**src/rtl/id_ex_alu_stage.sv**
```systemverilog
// ID/EX pipeline register feeding MIPSALU: ALU control decode, EX/MEM and
// MEM/WB operand forwarding, and the immediate select for operand B.
module id_ex_alu_stage #(
    parameter int unsigned DW = 32,
    parameter int unsigned RW = 5
) (
    input  logic          clk,
    input  logic          reset,
    input  logic          stall,
    input  logic          flush,
    input  logic          id_valid,
    input  logic [1:0]    id_alu_op,
    input  logic [5:0]    id_funct,
    input  logic          id_alu_src,
    input  logic          id_reg_write,
    input  logic          id_reg_dst,
    input  logic [RW-1:0] id_rs,
    input  logic [RW-1:0] id_rt,
    input  logic [RW-1:0] id_rd,
    input  logic [DW-1:0] id_rs_data,
    input  logic [DW-1:0] id_rt_data,
    input  logic [DW-1:0] id_imm,
    input  logic          exmem_reg_write,
    input  logic [RW-1:0] exmem_rd,
    input  logic [DW-1:0] exmem_result,
    input  logic          memwb_reg_write,
    input  logic [RW-1:0] memwb_rd,
    input  logic [DW-1:0] memwb_result,
    output logic [3:0]    alu_ctl,
    output logic [DW-1:0] alu_a,
    output logic [DW-1:0] alu_b,
    output logic [DW-1:0] store_data,
    output logic          ex_valid,
    output logic          ex_reg_write,
    output logic [RW-1:0] ex_dest,
    output logic          ex_illegal
);

    localparam int unsigned CW = 4;

    typedef struct packed {
        logic          valid;
        logic          reg_write;
        logic          illegal;
        logic [CW-1:0] ctl;
        logic          alu_src;
        logic [RW-1:0] rs;
        logic [RW-1:0] rt;
        logic [RW-1:0] dest;
        logic [DW-1:0] rs_data;
        logic [DW-1:0] rt_data;
        logic [DW-1:0] imm;
    } idex_t;

    idex_t         q;
    idex_t         d_load;
    logic [CW-1:0] ctl_dec;
    logic          illegal_dec;
    logic [DW-1:0] fwd_a;
    logic [DW-1:0] fwd_b;

    // ALU control from ALUOp/funct; unsupported R-type funct falls back to add
    always_comb begin
        ctl_dec     = 4'b0010;
        illegal_dec = 1'b0;
        case (id_alu_op)
            2'b00: ctl_dec = 4'b0010;
            2'b01: ctl_dec = 4'b0110;
            2'b11: ctl_dec = 4'b0001;
            default: begin
                case (id_funct)
                    6'b100000: ctl_dec = 4'b0010;
                    6'b100010: ctl_dec = 4'b0110;
                    6'b100100: ctl_dec = 4'b0000;
                    6'b100101: ctl_dec = 4'b0001;
                    6'b101010: ctl_dec = 4'b0111;
                    6'b100111: ctl_dec = 4'b1100;
                    default: begin
                        ctl_dec     = 4'b0010;
                        illegal_dec = 1'b1;
                    end
                endcase
            end
        endcase
    end

    // Next register contents; an invalid decode slot becomes an all-zero bubble
    always_comb begin
        d_load = '0;
        if (id_valid) begin
            d_load.valid     = 1'b1;
            d_load.reg_write = id_reg_write & ~illegal_dec;
            d_load.illegal   = illegal_dec;
            d_load.ctl       = ctl_dec;
            d_load.alu_src   = id_alu_src;
            d_load.rs        = id_rs;
            d_load.rt        = id_rt;
            d_load.dest      = id_reg_dst ? id_rd : id_rt;
            d_load.rs_data   = id_rs_data;
            d_load.rt_data   = id_rt_data;
            d_load.imm       = id_imm;
        end
    end

    always_ff @(posedge clk) begin
        if (reset) begin
            q <= '0;
        end else if (flush) begin
            q <= '0;
        end else if (!stall) begin
            q <= d_load;
        end
    end

    // Forwarding stays live while stalled; the nearer stage (EX/MEM) wins
    always_comb begin
        fwd_a = q.rs_data;
        if (exmem_reg_write && (exmem_rd != '0) && (exmem_rd == q.rs)) begin
            fwd_a = exmem_result;
        end else if (memwb_reg_write && (memwb_rd != '0) && (memwb_rd == q.rs)) begin
            fwd_a = memwb_result;
        end
    end

    always_comb begin
        fwd_b = q.rt_data;
        if (exmem_reg_write && (exmem_rd != '0) && (exmem_rd == q.rt)) begin
            fwd_b = exmem_result;
        end else if (memwb_reg_write && (memwb_rd != '0) && (memwb_rd == q.rt)) begin
            fwd_b = memwb_result;
        end
    end

    assign alu_ctl      = q.ctl;
    assign alu_a        = fwd_a;
    assign alu_b        = q.alu_src ? q.imm : fwd_b;
    assign store_data   = fwd_b;
    assign ex_valid     = q.valid;
    assign ex_reg_write = q.reg_write;
    assign ex_dest      = q.dest;
    assign ex_illegal   = q.illegal;

endmodule

```
**config.mk**
```make
export PLATFORM = sky130hd
export DESIGN_NAME = id_ex_alu_stage
export DESIGN_NICKNAME = d
export VERILOG_FILES = /design/src/rtl/id_ex_alu_stage.sv
export SDC_FILE = /design/constraint.sdc
export NUM_CORES = 1
export LEC_CHECK = 0
export CORE_UTILIZATION = 40
export CTS_CLUSTER_DIAMETER = 200
export DETAILED_ROUTE_END_ITERATION = 10
export PLACE_DENSITY_LB_ADDON = 0.15
export SLEW_MARGIN = 20
export SYNTH_ARGS = -nofsm -noshare
export SYNTH_HDL_FRONTEND = slang
export SYNTH_SLANG_ARGS = --single-unit
```
**constraint.sdc**
```tcl
create_clock -name clk -period 3.02 [get_ports clk]
set_input_delay 0.755 -clock clk [delete_from_list [all_inputs] [get_ports clk]]
set_output_delay 0.755 -clock clk [all_outputs]
set_load 0.05 [all_outputs]
```
# [Word-level counts from Yosys, hierarchy flattened]
# Index checks and enable logic that the tools add are counted.
[word_totals] reg_bits=119 input_bits=203 out_inout_bits=108 elab_cells=48
[classes] eq_ne=12 muxes=11 bitwise_logic=2 reduce_logical=12
[op_table] cell="$mux W32" n=5
[op_table] cell="$mux W119" n=1
[op_table] cell="$eq A6 B6 Y1 const B" n=6
[op_table] cell="$eq A5 B5 Y1" n=4
[op_table] cell="$pmux W4 S5" n=1
[op_table] cell="$pmux W4 S3" n=1
[op_table] cell="$reduce_bool A5 Y1" n=2
[op_table] cell="$logic_and A1 B1 Y1" n=6
[op_table] cell="$reduce_or A6 Y1" n=1
[op_table] cell="$mux W5" n=1
[op_table] cell="$reduce_or A3 Y1" n=1
[op_table] cell="$eq A2 B1 Y1 const B" n=1
[op_table] cell="$eq A2 B2 Y1 const B" n=1
[op_table] cell="$logic_not A2 Y1" n=1
[op_table] cell="$mux W1" n=2
[op_table] cell="$reduce_or A2 Y1" n=1
[op_table] cell="$and A1 B1 Y1" n=1
[op_table] cell="$not A1 Y1" n=1

# [Logic depth before layout (Yosys ltp)]
# Gate-level depths: netlist of the first run.
[depth] ltp_word=7 ltp_mapped=7 depth_no_buf=5

# [Worst setup path after synthesis of the first run]
# No wires, ideal clock.
[synth_path] kind="input -> output" startpoint="input memwb_rd[1]" endpoint="output alu_b[16]" arrival_ps=3272 t_required_ps=2265 path_slack_ps=-1007 cell_stages=6 n_path_buf=1 path_cell_list="or4_4 -> o211ai_4 -> buf_2 -> o21ai_0 -> a31oi_1 -> mux2_1"
[synth_via] elab_chain_cells=6 word_cells_on_any_way=7 cone_classes="eq/ne: 1; mux: 3; reduce/logical: 3"
[synth_rtl] element="start: declaration" line="27" text="input logic [RW-1:0] memwb_rd,"
[synth_rtl] element="$reduce_bool A5 Y1" line="129" text="end else if (memwb_reg_write && (memwb_rd != '0) && (memwb_rd == q.rt)) begin"
[synth_rtl] element="$logic_and A1 B1 Y1" line="129"
[synth_rtl] element="$logic_and A1 B1 Y1 (*)" line="129"
[synth_rtl] element="$mux W32 (*)" line="129"
[synth_rtl] element="$mux W32 (*)" line="127" text="if (exmem_reg_write && (exmem_rd != '0) && (exmem_rd == q.rt)) begin"
[synth_rtl] element="named net store_data[16]" line="32" text="output logic [DW-1:0] store_data,"
[synth_rtl] element="$mux W32 (*)" line="136" text="assign alu_b = q.alu_src ? q.imm : fwd_b;"
[synth_rtl] element="end: declaration" line="31" text="output logic [DW-1:0] alu_b,"
# The timed path passes the listed nets; every way through them passes the cells marked *.

# [Worst setup path in the final report of the first run]
[layout_path] startpoint="input memwb_rd[2]" endpoint="output alu_a[11]"
[layout_via] elab_chain_cells=5 word_cells_on_any_way=6 cone_classes="eq/ne: 1; mux: 2; reduce/logical: 3"
[layout_rtl] element="$reduce_bool A5 Y1" line="120" text="end else if (memwb_reg_write && (memwb_rd != '0) && (memwb_rd == q.rs)) begin"
[layout_rtl] element="$logic_and A1 B1 Y1" line="120"
[layout_rtl] element="$logic_and A1 B1 Y1 (*)" line="120"
[layout_rtl] element="$mux W32 (*)" line="120"
[layout_rtl] element="$mux W32 (*)" line="118" text="if (exmem_reg_write && (exmem_rd != '0) && (exmem_rd == q.rs)) begin"
[layout_rtl] element="end: declaration" line="30" text="output logic [DW-1:0] alu_a,"
# Every way passes the cells marked *; elsewhere a longest branch is shown, timed or not.

==> results of run 1 <==
## worst paths after layout
kind / depth (start not counted) / slack (ns) / to
worst min-delay path: 2 / 0.50 / ex_illegal
worst max-delay path: 10 / -0.68 / alu_a[11]
worst min register to register: 2 / 0.50 / ex_illegal
worst max register to register: 2 / 1.80 / q[111]
## cells by family after synthesis
kind of cell	synth area share (%)
XOR/XNOR	2.84
multiplexers	10.5
AND/OR/NAND/NOR	18.0
flip-flops	37.0
buffers and inverters	7.86
AO/OA/AOI/OAI	23.8
## report_power, final
group          switching, mW  internal [mW]
combinational          0.791          0.732
sequential            0.0389           1.60
clock                  0.852           1.25
total                   1.68           3.58
## flip-flops by register name, summed over array words and instances (netlist names)
signal        flops
ex_reg_write      1
ex_illegal        1
alu_ctl           4
q               107
ex_dest           5
ex_valid          1
## cell usage after synthesis
library cell,instances
or2_1,1
nand3b_1,2
o22ai_1,1
o211ai_2,1
nand2_1,8
and3_1,6
a31oi_1,23
nor2_1,167
buf_2,12
o32ai_1,1
mux2_2,20
a21o_1,1
or4_4,1
mux2i_1,37
clkbuf_1,51
nand4_1,3
or2_2,2
a221oi_1,5
buf_1,3
nor2b_1,4
nand3_1,2
nand2b_1,2
clkbuf_2,2
o211ai_4,1
xnor2_2,1
o21ai_1,6
buf_6,1
a31oi_2,4
mux2_1,7
o21ai_0,25
buf_4,15
or3_1,27
a21oi_1,43
inv_1,29
nor3_1,28
xnor2_1,15
xor2_1,4
or2_4,1
nor4_4,1
o31ai_1,5
dfxtp_1,119
a32oi_1,2
or4_1,2
a22oi_1,108
## final cells by class
class | instances | area (um^2) | area share (%)
Antenna cell | 4 | 10.0 | 0.0685
Clock buffer | 19 | 453 | 3.10
Clock inverter | 13 | 130 | 0.891
Inverter | 29 | 109 | 0.745
Multi-Input combinational cell | 567 | 5480 | 37.5
Sequential cell | 119 | 2380 | 16.3
Tap cell | 211 | 264 | 1.81
Timing Repair Buffer | 455 | 5780 | 39.6
## stage by stage
stage	setup slack [ns]	utilization, %
finish	-0.677	94.7
global route	-0.808	94.7
CTS	-0.456	90.2
detailed placement	-0.875	76.8
global placement	-0.819	76.8
floorplan	-0.329	-
## worst min-delay path, cell delays in order (launching register included)
cell	delay [ns]
dfxtp_1	0.31
nand2_1	0.07
a21oi_1	0.07
## layer usage
metal  track usage, %  up-vias  part of all wire (%)  routed length [um]
met3             13.1      605                    15                7210
met5                0        -                 0.026                  13
met2             74.5     1251                    43               21100
met4             31.7        2                    14                6720
li1                 -     3648                     -                   -
met1             45.1     4558                    29               14400
## timing repair
| item | 4_1_cts | 5_1_grt |
|---|---|---|
| pin swaps | 47 | 51 |
| setup endpoints to repair | 96 | 96 |
| cloned | 14 | 6 |
| gates resized for setup | 256 | 121 |
| hold buffers | 0 | 0 |
| buffers inserted | 31 | 26 |
==> out/qor.csv, run 1 <==
stage,metric,value,unit
status,status,finished with violations,
status,failing checks,setup timing,
die,Die Wd,129,um
clock_tree,CTS buffer count,17,
final_layout,"non-filler cells, final",1417,
critical_path,Worst EP arrival,2.94,ns
place,Port Buffers,310,
clock_tree,Root Driver,clkbuf_16,
critical_path,Crit path top cell by count,buf_6,
logic_synthesis,syn_area_per_cell,8.05,um^2
global_route,vias in the first global route,9201,
global_route,GRT Overall Usage,43.4,%
die,IO Pins,311,
place,hpwl dp,19300,um
critical_path,CP Capture Type,output port,
detailed_routing,drt via density,7.10,
logic_synthesis,Post-Syn Area,0.00643,mm^2
critical_path,maximum fanout along the worst path,7,
detailed_routing,Detail Route Antenna Nets,0,
power,power per cell area,360,mW/mm^2
power,static leakage,5.33,nW
final_layout,filler cell count in the final layout,404,
logic_synthesis,synthesized flop and latch total,119,
logic_synthesis,Mapped Cells,799,
critical_path,Critical path origin,memwb_rd[2],
timing,maximum clock rate,0.271,GHz
timing,minimum clock period,3.70,ns
hold_path,Hold WC Path Type,reg -> reg,
critical_path,critical path's top delay family,simple AND/OR/NAND/NOR gates,
detailed_routing,via count,10100,
timing,part of the cycle the worst path needs,122,%
final_layout,fin area,0.0146,mm^2
die,die area,0.0166,mm^2
power,Max VDD drop,0.375,mV
critical_path,R2R Path Start,q[111],
logic_synthesis,syn nets,1002,
place,Cells after DPL,1325,
logic_synthesis,Synth area leaders,"dfxtp_1 37%, a22oi_1 13%, nor2_1 9.7%",
die,Die H,129,um
place,gpl congestion,0.812,
clock_tree,H-tree depth,4,
timing,Final Worst Setup Slack,-0.677,ns
power,Power Total,5.26,mW
final_layout,area grow syn2layout,127,%
global_route,global-route wire length before repair,53500,um
critical_path,slowest stage cell on the critical path,or4_4,
clock_tree,number of clock sinks,119,
global_route,initial antenna violation count,4,
clock_tree,Clock Latency Late Sink,0.43,ns
timing,Slew Limit Headroom,53.7,%
timing,Worst Skew,0,ns
detailed_routing,Routed WL per cell,34.9,um
run,max-cap violations,0,
timing,RSZ-0062 raised after global routing,true,
hold_path,HP Start,ex_illegal,
detailed_routing,DRC viols,0,
logic_synthesis,Yosys top cell by area,dfxtp_1,
critical_path,CP Data Required Time,2.26,ns
timing,"Hold Vio Cnt, Final",0,
timing,final hold slack,0.496,ns
global_route,total congestion overflow,0,
die,core area,0.0154,mm^2
clock_tree,Clock Pin Slew Worst Setup and Hold Paths,0.05,ns
critical_path,"Cell Chain, Critical Path",buf_6 -> or4_4 -> buf_4 -> nor2_4 -> nor4_4 -> buf_6 -> buf_12 -> mux2i_2 -> a21oi_4 -> buf_6,
detailed_routing,Post-Route WL,49500,um
critical_path,CP bufs+invs,5,
timing,worst slew pin tran,0.694,ns
logic_synthesis,register area share after synthesis,37.0,%
die,Std-Cell Rows,45,
logic_synthesis,Syn. warnings,0,
critical_path,Crit Path Class,in -> out,
critical_path,worst stage delay on the critical path,0.56,ns
clock_tree,clock buffer depth,2,
critical_path,Worst setup SP type,input pin,
timing,Post-Route Setup TNS,-43.87,ns
final_layout,Nets,1392,
timing,final setup violation count,96,
detailed_routing,drt first pass iters,9,
final_layout,most frequent cells in the layout,"201 x clkdlybuf4s50_1, 139 x nor2_1, 118 x dfxtp_1",
timing,fin. max-slew vios,0,
final_layout,layout cells sized above 1,44.8,%
global_route,largest net degree at the start of global routing,54,
die,Starting Density,41.7,%
final_layout,"most common cell after layout, fill and taps aside",clkdlybuf4s50_1,
logic_synthesis,Netlist cell types,44,
detailed_routing,Starting DRT DRC Count,1840,
clock_tree,CTS tree,done,
logic_synthesis,share of the synthesized area in the top cell type,37.0,%
place,dpl cell area,0.0118,mm^2
(Power assumes the default switching activity.)
==> run 2, diff against run 1 <==
--- a/config.mk
+++ b/config.mk
@@ -5,7 +5,7 @@
 export SDC_FILE = /design/constraint.sdc
 export NUM_CORES = 1
 export LEC_CHECK = 0
-export CORE_UTILIZATION = 40
+export CORE_UTILIZATION = 37
 export CTS_CLUSTER_DIAMETER = 200
 export DETAILED_ROUTE_END_ITERATION = 10
 export PLACE_DENSITY_LB_ADDON = 0.15
==> constraint.sdc (replaced) <==
create_clock -name clk -period 3.09 [get_ports clk]
set_input_delay 0.7725 -clock clk [delete_from_list [all_inputs] [get_ports clk]]
set_output_delay 0.7725 -clock clk [all_outputs]
set_load 0.05 [all_outputs]
==> run 2 against run 1 <==
  * The run still ends with setup timing left
  * Largest power group unchanged
  * Clock power decreased by 14%
  * Final cell count decreased by 0.92%
  * First-iteration DRC count decreased by 67%
  * Sequential share of layout area increased by 0.16 points
  * Via count decreased by 18%
==> out/qor.csv, run 2 (synthesized netlist as in run 1, its figures left out) <==
stage,metric,value,unit,change
status,status,finished with violations,,
status,failing checks,setup timing,,
final_layout,"most common cell after layout, fill and taps aside",clkdlybuf4s50_1,,
global_route,total congestion overflow,0,,unchanged
critical_path,Worst EP arrival,2.73,ns,-0.21 ns
die,Die Wd,134,um,+3.9%
global_route,largest net degree at the start of global routing,89,,+65%
clock_tree,Root Driver,clkbuf_16,,
final_layout,most frequent cells in the layout,"201 x clkdlybuf4s50_1, 127 x nor2_1, 118 x dfxtp_1",,
final_layout,number of flip-flops under the largest register name,107,,unchanged
power,static leakage,5.21,nW,-2.1%
detailed_routing,Routed WL per cell,24.3,um,-30%
die,core area,0.0168,mm^2,+8.6%
die,IO Pins,311,,unchanged
clock_tree,CTS tree,done,,
detailed_routing,drt first pass iters,5,,-4
timing,Slew Limit Headroom,59.0,%,+5.3 points
global_route,vias in the first global route,8382,,-8.9%
place,Place WS,-0.917,ns,-0.0414 ns
timing,worst slew pin tran,0.614,ns,-0.0806 ns
final_layout,Nets,1376,,-1.1%
place,hpwl dp,18800,um,-2.3%
detailed_routing,DRC viols,0,,unchanged
critical_path,"Cell Chain, Critical Path",buf_8 -> or4_4 -> o211ai_4 -> buf_12 -> buf_8 -> buf_16 -> o21ai_1 -> a31oi_4 -> mux2_4 -> buf_8,,
final_layout,Biggest register,q,,
global_route,GR met2 Demand/Resource,60.0,%,-14 points
final_layout,layout cells sized above 1,43.0,%,-1.8 points
global_route,global-route wire length before repair,47700,um,-11%
clock_tree,clock buffer depth,2,,unchanged
die,Die H,134,um,+3.9%
die,Starting Density,38.4,%,-3.3 points
global_route,GR peak layer,met2,,
die,die area,0.0179,mm^2,+8.0%
timing,"Hold Vio Cnt, Final",0,,unchanged
hold_path,Hold WC Path Type,reg -> reg,,
die,Std-Cell Rows,47,,+4.4%
power,power per cell area,328,mW/mm^2,-8.9%
final_layout,"non-filler cells, final",1404,,-0.92%
critical_path,slowest stage cell on the critical path,or4_4,,
clock_tree,CTS buffer count,17,,unchanged
timing,Final Worst Setup Slack,-0.410,ns,+0.267 ns
clock_tree,Clock Pin Slew Worst Setup and Hold Paths,0.05,ns,about the same
global_route,met1 usage,40.4,%,-4.7 points
run,max-cap violations,0,,unchanged
place,Port Buffers,310,,unchanged
timing,RSZ-0062 raised after global routing,true,,
global_route,initial antenna violation count,0,,-4
global_route,GRT Overall Usage,35.0,%,-8.4 points
clock_tree,Clock Latency Late Sink,0.41,ns,-0.02 ns
timing,final hold slack,0.460,ns,-0.0354 ns
critical_path,maximum fanout along the worst path,7,,unchanged
detailed_routing,via count,8245,,-18%
timing,final setup violation count,96,,unchanged
critical_path,worst stage delay on the critical path,0.56,ns,about the same
detailed_routing,drt via density,5.87,,-17%
place,gpl congestion,0.874,,+7.6%
final_layout,area grow syn2layout,125,%,
detailed_routing,Starting DRT DRC Count,608,,-67%
power,Max VDD drop,0.377,mV,+0.51%
timing,part of the cycle the worst path needs,113,%,
critical_path,CP Capture Type,output port,,
critical_path,Crit path top cell by count,buf_8,,
timing,fin. max-slew vios,0,,unchanged
clock_tree,H-tree depth,4,,unchanged
critical_path,Crit Path Class,in -> out,,
timing,minimum clock period,3.50,ns,
global_route,met3 GRT Util,8.35,%,-4.8 points
clock_tree,hold buffers post-CTS,0,,unchanged
timing,Worst Skew,0,ns,unchanged
place,Cells after DPL,1333,,+0.60%
critical_path,CP Data Required Time,2.32,ns,+0.06 ns
final_layout,antenna cells,0,,-4
clock_tree,number of clock sinks,119,,unchanged
timing,maximum clock rate,0.286,GHz,
critical_path,Worst setup SP type,input pin,,
detailed_routing,Post-Route WL,34100,um,-31%
detailed_routing,Detail Route Antenna Nets,0,,unchanged
-- run 2: cell types whose count changed in the layout (fill, tap and decap cells not counted), moves of 6 or more --
cell        previous run  this run
buf_4                 53        37
nor2_4                16        32
buf_8                 20        32
nor2_1               139       127
nor3_1                 3        10
clkinvlp_4             6         0
-- run 2: critical path: cells and delay by family --
family | cells | cell delay (ns)
AND/OR/NAND/NOR | 1 | 0.56
multiplexers | 1 | 0.18
AO/OA/AOI/OAI | 3 | 0.53
buffers and inverters | 5 | 0.67
-- run 2: layer usage --
metal / up-vias / wire length [um]
li1: 3611 / -
met1: 4014 / 12700
met2: 513 / 16900
met3: 107 / 2850
met4: 0 / 1660
met5: - / 0
-- run 2: path summary, 6_finish.rpt --
| path | startpoint | to | slack, ns | cells after the start |
|---|---|---|---|---|
| max | memwb_rd[1] | alu_b[7] | -0.41 | 10 |
| min | ex_valid | ex_valid | 0.46 | 2 |
| max reg2reg | q[111] | q[111] | 2.07 | 3 |
| min reg2reg | ex_valid | ex_valid | 0.46 | 2 |
-- run 2: area by class of cell --
class,count,area (um^2)
inverters,29,109
clock buffers,26,499
repair buffers,439,5660
multi-input cells,567,5520
clock inverters,4,20.0
well taps,220,275
fillers,780,2290
flip-flops and latches,119,2380
-- run 2: repair_timing --
action,CTS,global route
buffers inserted,31,5
endpoints found under the setup margin,96,96
resized for setup,307,96
pin swaps,76,58
cloned,14,1
-- run 2: stage by stage --
step           TNS (ns)  total power, mW  utilization, %  area (um^2)
5_1_grt          -32.72             4.86            86.3        14500
3_5_place_dp     -73.93             2.73            70.5        11800
6_report         -29.48             4.75            86.3        14500
2_1_floorplan    -11.08             2.13               -         7390
3_3_place_gp     -82.70             2.72            70.4        11800
4_1_cts          -28.25             4.66            83.8        14000
-- run 2: power by group --
| group | total [mW] | internal [mW] | switching (mW) |
|---|---|---|---|
| Combinational | 1.36 | 0.692 | 0.667 |
| Clock | 1.80 | 1.09 | 0.703 |
| Sequential | 1.59 | 1.57 | 0.0271 |
| Total | 4.75 | 3.35 | 1.40 |
